[config.mk]
export PLATFORM = sky130hd
export DESIGN_NAME = rgb_seq_monitor
export DESIGN_NICKNAME = d
export VERILOG_FILES = /design/src/rtl/rgb_seq_monitor.sv
export SDC_FILE = /design/constraint.sdc
export NUM_CORES = 1
export LEC_CHECK = 0
export ABC_AREA = 1
export BUFFER_PORTS_ARGS = -buffer_cell sky130_fd_sc_hd__buf_2
export CELL_PAD_IN_SITES_DETAIL_PLACEMENT = 1
export CELL_PAD_IN_SITES_GLOBAL_PLACEMENT = 2
export CORE_MARGIN = 2
export CORE_UTILIZATION = 28
export CTS_BUF_LIST = sky130_fd_sc_hd__clkbuf_8 sky130_fd_sc_hd__clkbuf_16
export DETAILED_ROUTE_END_ITERATION = 7
export PLACE_DENSITY = 0.79
export SETUP_SLACK_MARGIN = 0.1
export SLEW_MARGIN = 20
export SYNTH_ARGS = -nofsm -noshare
export SYNTH_HDL_FRONTEND = slang
export SYNTH_SLANG_ARGS = --single-unit
[constraint.sdc]
create_clock -name clk -period 1.7 [get_ports clk]
set_clock_uncertainty 0.1 [all_clocks]
set_input_delay 0 -clock clk [delete_from_list [all_inputs] [get_ports clk]]
set_output_delay 0 -clock clk [all_outputs]
set_load 0.01 [all_outputs]
[src/rtl/rgb_seq_monitor.sv]
// rgb_seq_monitor
//   Watches sampled RGB LED drive lines and checks that they follow the
//   sequence BLANK -> RED -> GREEN -> BLUE -> BLANK. Each colour must be
//   held for exactly COUNTER_MAX clk cycles. Complete legal sequences are
//   counted. The first protocol violation since the last clear is latched.
//
// Ports
//   clk        : single clock, rising edge
//   reset      : asynchronous, active-high reset
//   red/green/blue : sampled LED drive, synchronous to clk
//   err_clr    : one-cycle synchronous clear of error / err_code
//   phase      : decoded phase (BLANK=00, RED=01, GREEN=11, BLUE=10)
//   seq_done   : one-cycle pulse per complete legal sequence
//   seq_count  : number of complete legal sequences (wraps)
//   error      : sticky violation flag
//   err_code   : first violation (00 none, 01 combination, 10 order, 11 duration)
//   dbg_state  : current FSM state, for checkers
//                (0 IDLE, 1 RED, 2 GREEN, 3 BLUE, 4 RESYNC)
//
// Handshake: none. A sample is taken on every rising edge of clk.
module rgb_seq_monitor #(
  parameter int COUNTER_MAX     = 10,
  parameter int SEQ_COUNT_WIDTH = 8
) (
  input  logic                       clk,
  input  logic                       reset,
  input  logic                       red,
  input  logic                       green,
  input  logic                       blue,
  input  logic                       err_clr,
  output logic [1:0]                 phase,
  output logic                       seq_done,
  output logic [SEQ_COUNT_WIDTH-1:0] seq_count,
  output logic                       error,
  output logic [1:0]                 err_code,
  output logic [2:0]                 dbg_state
);

  localparam int CW = $clog2(COUNTER_MAX + 1);
  localparam logic [CW-1:0] CMAX = CW'(COUNTER_MAX);
  localparam logic [CW-1:0] CONE = CW'(1);

  localparam logic [1:0] E_COMB  = 2'b01;
  localparam logic [1:0] E_ORDER = 2'b10;
  localparam logic [1:0] E_DUR   = 2'b11;

  typedef enum logic [2:0] {
    S_IDLE   = 3'd0,
    S_RED    = 3'd1,
    S_GREEN  = 3'd2,
    S_BLUE   = 3'd3,
    S_RESYNC = 3'd4
  } state_t;

  state_t                     state_q, state_d;
  logic [CW-1:0]              cnt_q, cnt_d;
  logic [1:0]                 phase_q, phase_d;
  logic                       seq_done_q, seq_done_d;
  logic [SEQ_COUNT_WIDTH-1:0] seq_count_q;
  logic                       error_q;
  logic [1:0]                 err_code_q;
  logic                       err_hit;
  logic [1:0]                 err_kind;

  // Sample decode
  logic is_blank, is_r, is_g, is_b, is_illegal;
  assign is_blank   = ({red, green, blue} == 3'b000);
  assign is_r       = ({red, green, blue} == 3'b100);
  assign is_g       = ({red, green, blue} == 3'b010);
  assign is_b       = ({red, green, blue} == 3'b001);
  assign is_illegal = !(is_blank || is_r || is_g || is_b);

  logic   same_colour, legal_next, at_max;
  state_t next_colour;
  assign at_max      = (cnt_q == CMAX);
  assign same_colour = ((state_q == S_RED)   && is_r) ||
                       ((state_q == S_GREEN) && is_g) ||
                       ((state_q == S_BLUE)  && is_b);
  assign legal_next  = ((state_q == S_RED)   && is_g) ||
                       ((state_q == S_GREEN) && is_b) ||
                       ((state_q == S_BLUE)  && is_blank);
  assign next_colour = is_g ? S_GREEN : (is_b ? S_BLUE : S_IDLE);

  always_comb begin
    state_d    = state_q;
    cnt_d      = cnt_q;
    seq_done_d = 1'b0;
    err_hit    = 1'b0;
    err_kind   = 2'b00;
    case (state_q)
      S_IDLE: begin
        cnt_d = '0;
        if (is_illegal) begin
          err_hit  = 1'b1;
          err_kind = E_COMB;
        end else if (is_r) begin
          state_d = S_RED;
          cnt_d   = CONE;
        end else if (is_g || is_b) begin
          err_hit  = 1'b1;
          err_kind = E_ORDER;
        end
      end
      S_RED, S_GREEN, S_BLUE: begin
        // Priority: combination, then duration, then order.
        if (is_illegal) begin
          err_hit  = 1'b1;
          err_kind = E_COMB;
        end else if (same_colour) begin
          if (at_max) begin
            err_hit  = 1'b1;
            err_kind = E_DUR;
          end else begin
            cnt_d = cnt_q + CONE;
          end
        end else if (!at_max) begin
          err_hit  = 1'b1;
          err_kind = E_DUR;
        end else if (legal_next) begin
          state_d    = next_colour;
          cnt_d      = (next_colour == S_IDLE) ? '0 : CONE;
          seq_done_d = (state_q == S_BLUE);
        end else begin
          err_hit  = 1'b1;
          err_kind = E_ORDER;
        end
      end
      S_RESYNC: begin
        // Violations are not reported here; only wait for BLANK.
        cnt_d = '0;
        if (is_blank) state_d = S_IDLE;
      end
      default: begin
        state_d = S_IDLE;
        cnt_d   = '0;
      end
    endcase
    if (err_hit) begin
      state_d = S_RESYNC;
      cnt_d   = '0;
    end
  end

  always_comb begin
    case (state_d)
      S_RED:   phase_d = 2'b01;
      S_GREEN: phase_d = 2'b11;
      S_BLUE:  phase_d = 2'b10;
      default: phase_d = 2'b00;
    endcase
  end

  always_ff @(posedge clk or posedge reset) begin
    if (reset) begin
      state_q     <= S_IDLE;
      cnt_q       <= '0;
      phase_q     <= 2'b00;
      seq_done_q  <= 1'b0;
      seq_count_q <= '0;
      error_q     <= 1'b0;
      err_code_q  <= 2'b00;
    end else begin
      state_q    <= state_d;
      cnt_q      <= cnt_d;
      phase_q    <= phase_d;
      seq_done_q <= seq_done_d;
      if (seq_done_d) seq_count_q <= seq_count_q + 1'b1;
      // A new error beats a simultaneous clear and latches its own code.
      if (err_hit) begin
        error_q <= 1'b1;
        if (err_clr || (err_code_q == 2'b00)) err_code_q <= err_kind;
      end else if (err_clr) begin
        error_q    <= 1'b0;
        err_code_q <= 2'b00;
      end
    end
  end

  assign phase     = phase_q;
  assign seq_done  = seq_done_q;
  assign seq_count = seq_count_q;
  assign error     = error_q;
  assign err_code  = err_code_q;
  assign dbg_state = state_q;

endmodule
==> results of run 1 <==
[cell usage in the layout (no fill, tap or decap), drive strengths merged]
cell          n
dlygate4sd3   2
ha            3
nand3         8
inv          16
dfrtp        21
nor3          3
a21oi         1
nand2        47
o21ai         5
clkinv        2
buf          36
xor2          3
or2           1
o211ai        2
xnor2         5
nand4         2
clkbuf        3
nor2         18
nand3b        1
[synth_stat cells, drive strengths merged]
cell / n
ha: 3
inv: 16
o21ai: 5
o211ai: 2
nand3b: 1
nand2: 47
nand4: 2
xor2: 3
xnor2: 5
nor3: 3
dfrtp: 21
nor2: 18
or2: 1
a21oi: 1
nand3: 8
clkinv: 1
[cell type report]
type	instances	area share
clock buffer	3	0.0265
clock inverter	1	0.00321
inverter	17	0.0433
multi-input combinational	99	0.396
sequential	21	0.339
tap	50	0.0401
timing repair buffer	38	0.151
[state kept, by name, indices dropped and copies added, names as in the netlist]
register / cells
dbg_state: 3
seq_count: 8
err_code: 2
phase: 2
seq_done: 1
error: 1
cnt_q: 4
[through the flow]
stage | instance area, sq um | setup TNS [ns] | cells | util
after floorplan | 1180 | 0 | 137 | -
after global placement | 1410 | 0 | 217 | 0.353
after detailed placement | 1410 | -0.0624 | 217 | 0.353
after CTS | 1510 | 0 | 226 | 0.377
after global routing | 1560 | -1.05 | 229 | 0.390
final | 1560 | -0.00808 | 229 | 0.390
[path summary, 6_finish.rpt]
kind,slack [ns],to,startpoint,cells past startpoint
setup / recovery,-0.008,phase[0],cnt_q[0],9
hold / removal,0.06,cnt_q[0],red,5
setup reg to reg,-0.008,phase[0],cnt_q[0],9
hold reg to reg,0.38,seq_count[7],seq_count[7],1
max in group asynchronous,0.81,seq_count[0],reset,4
min in group asynchronous,0.17,cnt_q[3],reset,3
[cells by family after synthesis]
logic type      Yosys count  share of synthesized area
fa+ha+maj                 3                     0.0324
compound gates            8                     0.0388
xor+xnor                  8                     0.0604
simple gates             80                      0.359
flops                    21                      0.453
buf+inv                  17                     0.0561
[critical path, delay by kind of cell, from the launching register on]
family | cells | cell delay (ns)
AOI/OAI and AO/OA | 1 | 0.25
adders and majority gates | 1 | 0.17
buffers and inverters | 1 | 0.07
DFF | 1 | 0.40
and+or+nand+nor | 6 | 0.61
[timing repair]
item / 4_1_cts / 5_1_grt
pin swaps: 1 / 7
hold buffers: 2 / 0
gates resized for setup: 4 / 11
endpoints found under the setup margin: 14 / 17
buffers inserted: 3 / 3
endpoints found under the hold margin: 13 / 0
[metal layers]
layer / wire length, microns / part of all wire / up-vias
met3: 92 / 0.032 / 0
met4: 0 / 0 / 0
met2: 1600 / 0.55 / 16
met5: 0 / 0 / -
li1: - / - / 505
met1: 1190 / 0.41 / 514
[power groups by stage]
stage,clock network [mW],logic (mW),registers [mW]
finish,0.324,0.329,0.586
global route,0.354,0.374,0.592
CTS,0.339,0.307,0.588
detailed placement,0,0.297,0.597
global placement,0,0.296,0.593
floorplan,0,0.159,0.613
==> results.md, run 1 <==
- Status: complete, but fails checks
- Failing checks: setup timing
- Full die area: ~4700 sq um
- Worst skew pair latency: roughly 0.26 ns
- Vias in the first global route: around 1,100
- Final Power: approximately 1.2 mW
- Register area share after synthesis: 0.453
- CTS Sinks: 21
- Pin count of the biggest net entering global routing: 13
- First-pass DRT Iterations: 4
- Cells along the critical path: inv_1 -> ha_2 -> nand2_2 -> nor2_4 -> nand2_4 -> o211ai_1 -> nand2_1 -> nand3b_1 -> nand2_1
- Clock power share: 0.262
- Worst slack at placement: -0.0265 ns
- GRT busiest layer: met2
- Total track usage: 0.138
- Reg clk slew, reported paths: ~0.08 ns
- Final count of negative-setup-slack endpoints: 1
- Critical path endpoint category: flip-flop
- Worst Path Required: 1.76 ns
- Max_cap viols: 0
- Initial core utilization: 0.290
- Num CTS Buffers: 3
- Switch share: 0.323
- Max_slew headroom: 0.711
- Filler cells: 479
- Cell variety after synth: 25
- Most common cell on crit path: nand2_1
- Die Wd: 68.4 microns
- Peak Freq: ~0.6 GHz
- CP startpoint kind: flip-flop
- Number of synthesized register bits: 21
- Yosys Warn Count: 0
- DRC Markers: 0
- Worst hold path type: input port to flip-flop
- Met2 Usage GRT: 0.263
- Setup ws final: -0.00808 ns
- Post-Syn Area: 1160 sq um
- CTS tree: built
- Area used by multi-input combinational logic: ~620 sq um
- Grt met3 use: 0.0296
- Via count: a little over 1,000
- Slowest stage delay, CP: around 0.4 ns
- P_leak: 0.860 nW
- Share of cells above drive strength 1: 0.430
- Ant. Diodes: 0
- Mean area per synthesized cell: roughly 8.5 sq um
- Pwr Density: ~790 nW/um^2
- Placer's final routability congestion estimate: between 0.7 and 0.8
- ANT nets after route: 0
- H-tree depth: 1
- CP max stage cell: dfrtp_1
- Gr ovfl total: 0
- Cells after Synth: between 100 and 150
- Int Pwr: 0.840 mW
- Slew @ Worst Pin: 0.434 ns
- CP max FO: 7
- Syn nets: between 100 and 150
- Initial antenna violation count: 0
- Core Rows: 23
- CTS root buf: clkbuf_8
- DRC marker count from the first detailed-route iteration: 16
- Final wirelength: around 2900 microns
- Hold Vio Cnt, Final: 0
- WL/cell: ~13 microns
- Core ar.: around 4000 sq um
- Slew Limit Fails: 0
- Reg area: about 530 sq um
- NetSw: 0.400 mW
- Drt via density: about 4.5
- Synth area leaders: dfrtp_1, nand2_1, nand2_2
- Critical path class: flip-flop to flip-flop
- Share of the synthesized area in the top cell type: 0.453
- Met1 usage: 0.160
- IO Count: 23
- RSZ-0062 raised after global routing: yes
- Clock buffer depth: 2
- Min cycle time layout: 1.71 ns
- Final period utilization: 1.00
- First-pass GRT wire length: slightly below 5000 microns
- Area delta synth->final: 34.4%
- VDD IR max: between 0.5 and 0.6 mV
- Final #Nets: ~190
- Worst EP arrival: 1.76 ns
- I/O Buffers: 22
- Die height: 68.4 microns
- Sequential power share: 0.473
- Final HPWL from detailed placement: ~2300 microns
- Comb pwr share: 0.265
- Synth area leader: dfrtp_1
- Hold Worst Slack: between 0.05 and 0.06 ns
Note: power is estimated with default switching activity, not from simulation.
==> run 2, diff against run 1 <==
--- a/config.mk
+++ b/config.mk
@@ -10,10 +10,10 @@
 export CELL_PAD_IN_SITES_DETAIL_PLACEMENT = 1
 export CELL_PAD_IN_SITES_GLOBAL_PLACEMENT = 2
 export CORE_MARGIN = 2
-export CORE_UTILIZATION = 28
+export CORE_UTILIZATION = 31
 export CTS_BUF_LIST = sky130_fd_sc_hd__clkbuf_8 sky130_fd_sc_hd__clkbuf_16
 export DETAILED_ROUTE_END_ITERATION = 7
-export PLACE_DENSITY = 0.79
+export PLACE_DENSITY = 0.82
 export SETUP_SLACK_MARGIN = 0.1
 export SLEW_MARGIN = 20
 export SYNTH_ARGS = -nofsm -noshare
==> constraint.sdc (replaced) <==
create_clock -name clk -period 1.71 [get_ports clk]
set_clock_uncertainty 0.1 [all_clocks]
set_input_delay 0 -clock clk [delete_from_list [all_inputs] [get_ports clk]]
set_output_delay 0 -clock clk [all_outputs]
set_load 0.01 [all_outputs]
==> run 2 against run 1 <==
  * The run still ends with setup timing left
  * Global-route usage rose by 1.5 points
  * Non-clock buffer count rose by 3
  * Critical path depth rose by 1
  * Via count rose by 2.8%
  * Cell count rose by 0.44%
  * Critical path type unchanged
==> results.md, run 2 (synthesized netlist as in run 1, its figures left out) <==
- CP max stage cell: dfrtp_2
- Worst skew pair latency: 0.26 ns (about the same)
- DRC Markers: 0 (unchanged)
- Reg clk slew, reported paths: 0.08 ns (about the same)
- Worst hold start: red
- Worst r2r dst: phase[0]
- IO Count: 23 (unchanged)
- WL/cell: 13.0 microns (+3.0%)
- Worst hold path type: input port to flip-flop
- Highest-count cells in the layout ignoring fill and taps: nand2_1, buf_2, dfrtp_1
- Worst EP arrival: 1.83 ns (+0.07 ns)
- Pin count of the biggest net entering global routing: 22 (+9)
- Status: complete, but fails checks
- Worst Path Required: 1.81 ns (+0.05 ns)
- Final period utilization: 1.01 (+0.00791)
- Slew Limit Fails: 0 (unchanged)
- Final wirelength: 2980 microns (+3.5%)
- Initial antenna violation count: 0 (unchanged)
- Core Rows: 22 (-4.3%)
- Max_slew headroom: 0.706 (-0.00440)
- Clock buffer depth: 2 (unchanged)
- Worst slack at placement: -0.0176 ns (+0.00890 ns)
- Final HPWL from detailed placement: 2270 microns (-2.8%)
- DRC marker count from the first detailed-route iteration: 14 (-2)
- Min cycle time layout: 1.73 ns (+0.0236 ns)
- Ant. Diodes: 0 (unchanged)
- CTS root buf: clkbuf_8
- Failing checks: setup timing
- Gr ovfl total: 0 (unchanged)
- Slowest stage delay, CP: 0.45 ns (+0.05 ns)
- Critical path endpoint category: flip-flop
- Placement Cell Area: 1410 sq um (-0.44%)
- Commonest non-fill, non-tap cell in the layout: nand2_1
- Filler cells: 456 (-4.8%)
- Core ar.: 3630 sq um (-9.2%)
- Total track usage: 0.154 (+0.0151)
- CTS tree: built
- First-pass GRT wire length: 5010 microns (+3.9%)
- Vias in the first global route: 1,143 (+8.3%)
- Full die area: 4250 sq um (-9.1%)
- Setup ws final: -0.0216 ns (-0.0136 ns)
- ANT nets after route: 0 (unchanged)
- I/O Buffers: 22 (unchanged)
- Max reg flops: 8 (unchanged)
- Initial core utilization: 0.319 (+0.0293)
- Hold Crit Endpoint: dbg_state[2]
- Drt via density: 4.63 (+2.4%)
- Final #Nets: 192 (+1.6%)
- Hold Vio Cnt, Final: 0 (unchanged)
- RSZ-0062 raised after global routing: yes
- Critical path class: flip-flop to flip-flop
- Die height: 65.2 microns (-4.7%)
- Hold depth: 3 (-2)
- Num CTS Buffers: 3 (unchanged)
- P_leak: 0.885 nW (+2.9%)
- Share of cells above drive strength 1: 0.462 (+0.0314)
- Via count: 1,064 (+2.8%)
- Reg-to-Reg Start: dbg_state[2]
- CTS Sinks: 21 (unchanged)
- Most common cell on crit path: nand2_4
- Peak Freq: 0.577 GHz (-1.4%)
- VDD IR max: 0.433 mV (-19%)
- First-pass DRT Iterations: 3 (-1)
- R2r setup slk: -0.02 ns (about the same)
- Final count of negative-setup-slack endpoints: 2 (+1)
- Post-Layout Inst Area: 1620 sq um (+4.0%)
- Bufs and invs on worst path: 1 (unchanged)
- Slew @ Worst Pin: 0.439 ns (+0.00546 ns)
- H-tree depth: 1 (unchanged)
- R2R cell count: 10 (+1)
- Die Wd: 65.2 microns (-4.7%)
- Area delta synth->final: 39.8%
- Cells along the critical path: inv_2 -> nand2_4 -> nor2_4 -> nand2_2 -> nand3_2 -> nand2_4 -> o21ai_1 -> nor2_2 -> nand3b_1 -> nand2_1
- Placer's final routability congestion estimate: 0.786 (-1.4%)
- CP max FO: 7 (unchanged)
- Pwr Density: 818 nW/um^2 (+2.9%)
- CP startpoint kind: flip-flop
- Max_cap viols: 0 (unchanged)
- Largest delay share family, worst path: simple AND/OR/NAND/NOR gates
[run 2: how the worst max path moves through the flow]
stage,slack (ns),endpoint,depth (start not counted),start
finish,-0.02,phase[0],10,dbg_state[2]
global route,-0.13,seq_count[6],12,dbg_state[2]
CTS,0.02,err_code[0],12,dbg_state[1]
detailed placement,-0.02,phase[0],10,dbg_state[1]
global placement,0.04,phase[0],10,dbg_state[1]
floorplan,0.10,err_code[0],12,dbg_state[1]
[run 2: layout make-up]
| cell class | count | area (sq um) | area share |
|---|---|---|---|
| Multi-Input combinational cell | 99 | 657 | 0.405 |
| Sequential cell | 21 | 528 | 0.326 |
| Timing Repair Buffer | 41 | 262 | 0.161 |
| Inverter | 17 | 68.8 | 0.0424 |
| Tap cell | 48 | 60.1 | 0.0370 |
| Clock buffer | 3 | 41.3 | 0.0255 |
| Clock inverter | 1 | 5.00 | 0.00309 |
[run 2: metal layers]
layer / GRT usage / vias to the layer above / share of wire
li1: - / 519 / -
met1: 0.167 / 521 / 0.41
met2: 0.297 / 18 / 0.54
met3: 0.0360 / 6 / 0.031
met4: 0.0365 / 0 / 0.016
met5: 0 / - / 0
[run 2: timing repair]
action	CTS	global route
resized for setup	15	13
hold endpoints to repair	24	0
endpoints found under the setup margin	14	17
pin swaps	4	8
buffers inserted	5	3
hold buffers	2	0
[run 2: report_power, final]
group	leakage (nW)	switching, mW	internal, mW
sequential	0.285	0.0428	0.542
combinational	0.575	0.241	0.172
clock	0.0255	0.166	0.162
total	0.885	0.449	0.877
[run 2: worst min-delay path: cells and delay by family]
family	cells	cell delay (ns)
simple gates	1	0.09
buf+inv	1	0.12
compound gates	1	0.14
[run 2: through the flow]
step	instances	power, mW	util	setup TNS, ns	hold slack (ns)
2_1_floorplan	137	0.762	-	0	-0.123
3_3_place_gp	216	0.874	0.387	0	-0.0553
3_5_place_dp	216	0.893	0.387	-0.0482	-0.0434
4_1_cts	227	1.30	0.429	0	0.0133
5_1_grt	230	1.41	0.446	-1.12	0.0497
6_report	230	1.33	0.446	-0.0265	0.0259
==> run 3, diff against run 2 <==
--- a/config.mk
+++ b/config.mk
@@ -14,6 +14,7 @@
 export CTS_BUF_LIST = sky130_fd_sc_hd__clkbuf_8 sky130_fd_sc_hd__clkbuf_16
 export DETAILED_ROUTE_END_ITERATION = 7
 export PLACE_DENSITY = 0.82
+export REMOVE_ABC_BUFFERS = 1
 export SETUP_SLACK_MARGIN = 0.1
 export SLEW_MARGIN = 20
 export SYNTH_ARGS = -nofsm -noshare
==> run 3 against run 2 <==
  * The flow still finishes with violations (setup timing)
  * Non-clock buffer count up 2
  * Core utilization increased by 0.38 points
  * Global-route usage down 0.095 points
  * Worst setup slack got worse by 0.038 ns
  * Design area increased by 0.85%
  * Largest power group unchanged
==> results.md, run 3 (synthesized netlist as in run 1, its figures left out) <==
- ANT nets after route: 0 (unchanged)
- NetSw: 0.451 mW (+0.36%)
- Bufs and invs on worst path: 1 (unchanged)
- Max_slew headroom: 0.792 (+0.0859)
- Util after Layout: 0.450 (+0.00379)
- Num CTS Buffers: 3 (unchanged)
- Int Pwr: 0.870 mW (-0.85%)
- H-tree depth: 1 (unchanged)
- Full die area: 4250 sq um (unchanged)
- Final #Nets: 194 (+1.0%)
- Die height: 65.2 microns (unchanged)
- Hold Vio Cnt, Final: 0 (unchanged)
- Final wirelength: 3100 microns (+3.9%)
- Pwr Density: 808 nW/um^2 (-1.3%)
- Vias in the first global route: 1,085 (-5.1%)
- Status: complete, but fails checks
- Initial antenna violation count: 0 (unchanged)
- Share of cells above drive strength 1: 0.440 (-0.0213)
- WL/cell: 13.3 microns (+3.0%)
- IO Count: 23 (unchanged)
- Clock buffer depth: 2 (unchanged)
- Total track usage: 0.153 (-0.000952)
- Final count of negative-setup-slack endpoints: 10 (+8)
- CP startpoint kind: flip-flop
- Core Rows: 22 (unchanged)
- Critical path endpoint category: flip-flop
- Via count: 1,062 (-0.19%)
- CTS Sinks: 21 (unchanged)
- Clock power share: 0.255 (+0.008)
- Slew Limit Fails: 0 (unchanged)
- Worst hold path type: input port to flip-flop
- Peak Freq: 0.565 GHz (-2.2%)
- Switch share: 0.341 (+0.00272)
- Slew @ Worst Pin: 0.311 ns (-0.128 ns)
- CTS root buf: clkbuf_8
- Placement Cell Area: 1400 sq um (-0.53%)
- Comb pwr share: 0.302 (-0.010)
- Worst EP arrival: 1.83 ns (about the same)
- Failing checks: setup timing
- Worst r2r dst: phase[0]
- Worst hold start: red
- Hold Crit Endpoint: cnt_q[0]
- Max_cap viols: 0 (unchanged)
- RSZ-0062 raised after global routing: yes
- Hold depth: 5 (+2)
- I/O Buffers: 22 (unchanged)
- First-pass DRT Iterations: 4 (+1)
- DRC marker count from the first detailed-route iteration: 26 (+12)
- Highest-count cells in the layout ignoring fill and taps: nand2_1, buf_2, dfrtp_1
- Largest delay share family, worst path: simple AND/OR/NAND/NOR gates
- CP max stage cell: dfrtp_1
- Sequential power share: 0.442 (about the same)
- Critical path class: flip-flop to flip-flop
- Gr ovfl total: 0 (unchanged)
- DRC Markers: 0 (unchanged)
- First-pass GRT wire length: 4890 microns (-2.5%)
- Most common cell on crit path: nand2_1
- CTS tree: built
- Final HPWL from detailed placement: 2150 microns (-4.9%)
- VDD IR max: 0.397 mV (-8.2%)
- Commonest non-fill, non-tap cell in the layout: nand2_1
- Reg clk slew, reported paths: 0.08 ns (about the same)
- Die Wd: 65.2 microns (unchanged)
- Setup ws final: -0.0601 ns (-0.0384 ns)
- Filler cells: 465 (+2.0%)
- Post-Layout Inst Area: 1640 sq um (+0.85%)
- Max reg flops: 8 (unchanged)
- Placer's final routability congestion estimate: 0.761 (-3.2%)
- Worst slack at placement: -0.0832 ns (-0.0657 ns)
- Core ar.: 3630 sq um (unchanged)
- Cells along the critical path: inv_2 -> nand2_4 -> nor2_4 -> nand2_2 -> nand3_4 -> nand2_8 -> nand2_1 -> o21ai_2 -> nor2_2 -> nand3b_1 -> nand2_1
- Area delta synth->final: 41.0%
- Reg-to-Reg Start: dbg_state[2]
- Initial core utilization: 0.319 (unchanged)
- Slowest stage delay, CP: 0.44 ns (about the same)
- Drt via density: 4.58 (-1.0%)
- Final Power: 1.32 mW (-0.44%)
- Ant. Diodes: 0 (unchanged)
- Pin count of the biggest net entering global routing: 22 (unchanged)
- CP max FO: 7 (unchanged)
- Final period utilization: 1.04 (+0.0225)
- Min cycle time layout: 1.77 ns (+0.0384 ns)
- R2R cell count: 11 (+1)
- Worst Path Required: 1.77 ns (-0.04 ns)
- P_leak: 0.881 nW (-0.39%)
- Worst skew pair latency: 0.26 ns (about the same)
- R2r setup slk: -0.06 ns (-0.04 ns)
==> run 3: cell count changes in the layout (fill, tap and decap cells not counted), sizes merged <==
cell,delta
buf,+2
inv,+1
clkinv,-1
==> run 3: repair_timing <==
action,in CTS,in global routing
endpoints found under the hold margin,24,0
cloned,0,0
resized for setup,4,22
hold buffers,2,0
setup buffers,4,6
setup endpoints to repair,16,18
pin swaps,4,9
==> run 3: how the worst max path moves through the flow <==
stage               slack (ns)          from      endpoint  cells past startpoint
floorplan                0.005      cnt_q[0]   err_code[0]                     13
global placement         -0.04  dbg_state[2]  dbg_state[2]                     12
detailed placement       -0.08  dbg_state[2]  seq_count[6]                     12
CTS                      -0.03      cnt_q[0]      phase[0]                     13
global route             -0.17  dbg_state[2]      phase[0]                     10
finish                   -0.06  dbg_state[2]      phase[0]                     11
==> run 3: metal layers <==
layer	vias up	track usage	part of all wire
met3	5	0.0274	0.027
met4	0	0.0521	0.011
li1	518	-	-
met1	522	0.187	0.42
met5	-	0	0
met2	17	0.269	0.55
==> run 3: through the flow <==
| step | TNS (ns) | std cells | hold WS [ns] |
|---|---|---|---|
| 2_1_floorplan | 0 | 137 | -0.123 |
| 3_5_place_dp | -0.447 | 216 | -0.0472 |
| 6_report | -0.327 | 232 | 0.0711 |
| 3_3_place_gp | -0.151 | 216 | -0.0579 |
| 5_1_grt | -1.67 | 232 | 0.126 |
| 4_1_cts | -0.144 | 226 | 0.0633 |
==> run 3: worst register-to-register path: stages, from the launching register on <==
cell and delay [ns]:
dfrtp_1 0.44, inv_2 0.11, nand2_4 0.07, nor2_4 0.12
nand2_2 0.08, nand3_4 0.14, nand2_8 0.09, nand2_1 0.09
o21ai_2 0.09, nor2_2 0.17, nand3b_1 0.12, nand2_1 0.06
==> run 3: cell type report <==
type                            instances  area (sq um)  area share
Timing Repair Buffer                   43           273       0.167
Multi-Input combinational cell         99           663       0.406
Tap cell                               48          60.1      0.0367
Clock inverter                          1          5.00     0.00306
Clock buffer                            3          41.3      0.0252
Inverter                               17          66.3      0.0406
Sequential cell                        21           527       0.322
==> run 3: power groups by stage <==
stage	sequential, mW	clock [mW]	combinational (mW)
2_1_floorplan	0.603	0	0.156
3_3_place_gp	0.583	0	0.280
3_5_place_dp	0.589	0	0.280
4_1_cts	0.581	0.350	0.326
5_1_grt	0.590	0.370	0.444
6_report	0.584	0.337	0.399
